$ cat config.mk
export PLATFORM = sky130hd
export DESIGN_NAME = from_serial
export DESIGN_NICKNAME = d
export VERILOG_FILES = /design/src/rtl/from_serial.sv
export SDC_FILE = /design/constraint.sdc
export NUM_CORES = 2
export LEC_CHECK = 0
export BUFFER_PORTS_ARGS = -buffer_cell sky130_fd_sc_hd__buf_2
export CELL_PAD_IN_SITES_DETAIL_PLACEMENT = 1
export CELL_PAD_IN_SITES_GLOBAL_PLACEMENT = 2
export CORE_AREA = 2 2 502 504
export CTS_CLUSTER_DIAMETER = 30
export DETAILED_ROUTE_END_ITERATION = 7
export DIE_AREA = 0 0 504 506
export HOLD_SLACK_MARGIN = 0.08
export PLACE_DENSITY_LB_ADDON = 0.15
export SYNTH_ARGS = -nofsm -noshare
export SYNTH_HDL_FRONTEND = slang
export SYNTH_SLANG_ARGS = --single-unit
$ cat constraint.sdc
create_clock -name clk -period 4.4 [get_ports clk]
set_input_delay 0.44 -clock clk [delete_from_list [all_inputs] [get_ports clk]]
set_output_delay 0.44 -clock clk [all_outputs]
set_load 0.1 [all_outputs]
$ cat src/rtl/from_serial.sv
// Per-channel serial-to-parallel reassembly: LSB-first chunks are collected into BW_OUT-bit words.
// Optional mid-word gap detection (sticky err) is enabled with FROM_SERIAL_GAP_CHECK_EN.
module from_serial #(
   parameter int NO_CH  = 64,
   parameter int BW_IN  = 4,
   parameter int BW_OUT = 16
) (
   input  logic                      clk,
   input  logic                      rst_n,
   input  logic                      vld_in,
   input  logic                      align,
   input  logic [NO_CH*BW_IN-1:0]    data_in,
   output logic                      vld_out,
   output logic [NO_CH*BW_OUT-1:0]   data_out,
   output logic                      err
);

   localparam int SER_CYC = BW_OUT / BW_IN;

   if ((BW_OUT % BW_IN) != 0 || SER_CYC < 1 || (SER_CYC & (SER_CYC - 1)) != 0) begin : g_bad_cfg
      $error("from_serial: BW_OUT must be a power-of-two multiple of BW_IN");
   end

   if (SER_CYC == 1) begin : g_passthru
      // Every chunk is a whole word, so there is nothing to count, align or frame.
      logic unused_align;
      assign unused_align = align;
      assign err          = 1'b0;

      always_ff @(posedge clk or negedge rst_n) begin
         if (!rst_n) begin
            vld_out  <= 1'b0;
            data_out <= '0;
         end else begin
            vld_out <= vld_in;
            if (vld_in)
               data_out <= data_in;
         end
      end
   end else begin : g_deser
      localparam int              CNT_W = $clog2(SER_CYC);
      localparam logic [CNT_W-1:0] LAST = CNT_W'(SER_CYC - 1);

      logic [CNT_W-1:0]          cnt;
      logic [NO_CH*BW_OUT-1:0]   shreg;
      logic [NO_CH*BW_OUT-1:0]   shreg_nxt;

      // New chunk enters at the top and older chunks move down, so after SER_CYC
      // shifts chunk 0 sits in the LSBs. Stale partial data is always shifted out.
      always_comb begin
         // NOTE: combinational outputs get a default first so no path can infer a latch.
         shreg_nxt = '0;
         for (int i = 0; i < NO_CH; i++)
            shreg_nxt[i*BW_OUT +: BW_OUT] = {data_in[i*BW_IN +: BW_IN],
                                             shreg[i*BW_OUT+BW_IN +: BW_OUT-BW_IN]};
      end

`ifdef FROM_SERIAL_GAP_CHECK_EN
      logic err_q;
      assign err = err_q;
`else
      assign err = 1'b0;
`endif

      // NOTE: sequential state uses non-blocking assignments so every register samples pre-edge values.
      always_ff @(posedge clk or negedge rst_n) begin
         if (!rst_n) begin
            cnt      <= '0;
            shreg    <= '0;
            data_out <= '0;
            vld_out  <= 1'b0;
`ifdef FROM_SERIAL_GAP_CHECK_EN
            err_q    <= 1'b0;
`endif
         end else begin
            vld_out <= 1'b0;
            if (align) begin
               // Restart framing; a chunk arriving with align becomes chunk 0, even if
               // it would otherwise have been the final chunk of the discarded word.
               cnt <= vld_in ? CNT_W'(1) : '0;
               if (vld_in)
                  shreg <= shreg_nxt;
            end else if (vld_in) begin
               shreg <= shreg_nxt;
               if (cnt == LAST) begin
                  cnt      <= '0;
                  data_out <= shreg_nxt;
                  vld_out  <= 1'b1;
               end else begin
                  cnt <= cnt + 1'b1;
               end
            end
`ifdef FROM_SERIAL_GAP_CHECK_EN
            else if (cnt != '0) begin
               err_q <= 1'b1;
               cnt   <= '0;
            end
`endif
         end
      end
   end

endmodule

==> impl_metrics.json <==
{
  "drv_cap": 0,
  "synth_edf_count": 0,
  "core_sq_um": 250000,
  "synth_area_leaders": "dfrtp_1 (68%), mux2_2 (26%), mux2_1 (4.2%)",
  "crit_slowest_cell": "buf_4",
  "start_kind": "register",
  "crit_buf_inv": 2,
  "synth_top_area_share": 0.6753,
  "yosys_register_bits": 1795,
  "cts.clk_slew.worst_paths_ns": 0.05,
  "fin_skew_ns": 0.1052,
  "clk_latency_ns": 0.99,
  "worstSetupPathDepth": 5,
  "async_flop_share": 1.000,
  "cts_htree_levels": 5,
  "path_common_cell": "buf_4",
  "crit_chain": "ha_1, nand3b_4, buf_4, buf_4, mux2_2",
  "initial_utilization": 0.2660,
  "synthDistinctLibCells": 15,
  "fillCellCount": 25410,
  "postLayoutCellArea_sq_um": 96080,
  "crit_end": "data_out[755]$_DFFE_PN0P_",
  "ys.flop_type": "dfrtp_1",
  "hold_viol_final": 0,
  "r2r_cells": 5,
  "cp.required_ns": 5.21,
  "hold_class": "in2reg",
  "crit_start": "g_deser.cnt[0]$_DFFE_PN0P_",
  "die_h_um": 506,
  "cts_resized": 0,
  "clockBufferDepth": 4,
  "cts_tree": "built",
  "overflow": 0,
  "die-area_sq_um": 255000,
  "routedWlPerCell_um": 22.85,
  "status": "complete, no violations",
  "cp.arrival_ns": 3.56,
  "synth_common_cells": "dfrtp_1 (1795), mux2_2 (1543), mux2_1 (249), buf_2 (96), buf_4 (70)",
  "pre_cts_ws_ns": 1.583,
  "grt_pass1_wl_um": 318200,
  "dr.pass1.iters": 4,
  "viasPerCell": 4.266,
  "yosys_warnings": 0,
  "fin_ws_ns": 1.647,
  "fin_crit_ns": 2.753,
  "worst_pin_slew_ns": 1.054,
  "track_usage": 0.1672,
  "clockRootBuffer": "clkbuf_16",
  "cts.sinks": 1795,
  "drt_wl_total_um": 215600,
  "place_congestion": 0.7834,
  "fin_setup_tns_ns": 0,
  "grt_max_degree": 161,
  "yosys.cell_count.top_type": "dfrtp_1",
  "netlist_instances": 3796,
  "nets": 5958,
  "cp_max_fo": 69,
  "fin_crit_sh": 0.6256,
  "grt_pass1_vias": 44910,
  "place_area_sq_um": 76770,
  "port_buffers": 1284,
  "die_x_um": 504,
  "slew_viol_final": 0,
  "netlist_area_sq_um": 66510,
  "max_freq_mhz": 363.3,
  "critPathTopFamily": "buffers and inverters",
  "rsz0062_at_grt": "false",
  "drtAntennaViolNets": 0,
  "rr_endpoint": "data_out[755]$_DFFE_PN0P_",
  "crit_path_end_kind": "register",
  "worstSetupPathType": "reg2reg",
  "synth-seq-area-share": 0.6753,
  "cts_made_buffers": 484,
  "drc": 0,
  "dp_hpwl_um": 150200,
  "reg2reg_from": "g_deser.cnt[0]$_DFFE_PN0P_",
  "yosysTopAreaCell": "dfrtp_1",
  "antenna_found_initial": 20,
  "first_iter_violations": 1319,
  "ioPinCount": 1286,
  "relSlewSlack": 0.2972,
  "rows": 184,
  "vias": 40250,
  "drive_gt1_frac": 0.6060,
  "finalSetupViolCount": 0,
  "syn_to_final_growth_pct": 44.45,
  "avgSynthCellArea_sq_um": 17.52,
  "cp_slowest_stage_delay_ns": 0.85,
  "synth_nets": 4057,
  "reg2reg_slack_ns": 1.65
}
-- worst min-delay path by stage --
stage / start / slack (ns) / endpoint / cells past startpoint
6_report: vld_in / 0.15 / g_deser.shreg[760]$_DFFE_PN0P_ / 3
5_1_grt: vld_in / 0.14 / g_deser.shreg[760]$_DFFE_PN0P_ / 3
4_1_cts: data_in[233] / 0.12 / data_out[941]$_DFFE_PN0P_ / 3
3_5_place_dp: data_out[705]$_DFFE_PN0P_ / 0.47 / data_out[705]$_DFFE_PN0P_ / 1
3_3_place_gp: data_out[748]$_DFFE_PN0P_ / 0.46 / data_out[748]$_DFFE_PN0P_ / 1
2_1_floorplan: rst_n / 0.14 / data_out[0]$_DFFE_PN0P_ / 0
-- cell usage in the layout, fill, tap and decap left out, drive strengths merged --
master,netlist,routed
dfrtp,1795,1795
mux2,1792,1792
buf,195,1354
clkbuf,5,668
dlygate4sd3,0,261
clkinv,0,120
bufinv,0,64
clkinvlp,0,16
inv,1,6
diode,0,4
nor2,2,2
nand3b,1,1
o21bai,1,1
a22o,1,1
mux2i,1,1
ha,1,1
conb,1,1
-- layer usage --
| layer | up-vias | wire length [um] | track usage |
|---|---|---|---|
| met4 | 10 | 7484 | 0.06235 |
| met5 | - | 65 | 0 |
| met1 | 20970 | 81740 | 0.1876 |
| met3 | 410 | 21970 | 0.08086 |
| li1 | 17540 | - | - |
| met2 | 1328 | 104400 | 0.2741 |
-- registers in the layout, summed over array words and instances, names as in the netlist --
| register | count |
|---|---|
| g_deser.shreg | 768 |
| g_deser.cnt | 2 |
| data_out | 1024 |
| vld_out | 1 |
-- metrics by stage --
step	cells	util	hold slack, ns
detailed placement	8298	0.3071	0.4709
global route	9435	0.3843	0.1372
CTS	9432	0.3842	0.1196
floorplan	3796	-	0.1444
global placement	8298	0.3071	0.4619
finish	9436	0.3843	0.1480
-- layout make-up --
cell class                      instances  area, sq um  share of cell area
Antenna cell                            4        10.01           0.0001042
Clock buffer                          668        13790              0.1436
Clock inverter                        205         2894             0.03012
Inverter                                1        11.26           0.0001172
Multi-Input combinational cell       1800        20250              0.2108
Sequential cell                      1795        44920              0.4675
Tap cell                             3348         4189             0.04360
Timing Repair Buffer                 1615        10010              0.1042
-- what timing repair did --
action                    CTS  global route
setup buffers               0             0
hold buffers              261             0
hold endpoints to repair  645             0
-- kinds of logic after synthesis --
logic type | count (synthesis) | share of synthesized area
muxes | 1793 | 0.3035
other | 1 | 0.00005638
AOI/OAI and AO/OA | 2 | 0.0002446
buffers and inverters | 201 | 0.02037
adders and majority gates | 1 | 0.0001881
DFF | 1795 | 0.6753
and+or+nand+nor | 3 | 0.0002822
-- worst register-to-register path, cell delays in order, from the launching register on --
cell and delay (ns):
dfrtp_1 0.39, ha_1 0.25, nand3b_4 0.14, buf_4 0.50
buf_4 0.86, mux2_2 0.49
Power is not shown: default switching activity piles up to over one toggle a cycle in this logic, so the estimate is an artifact.
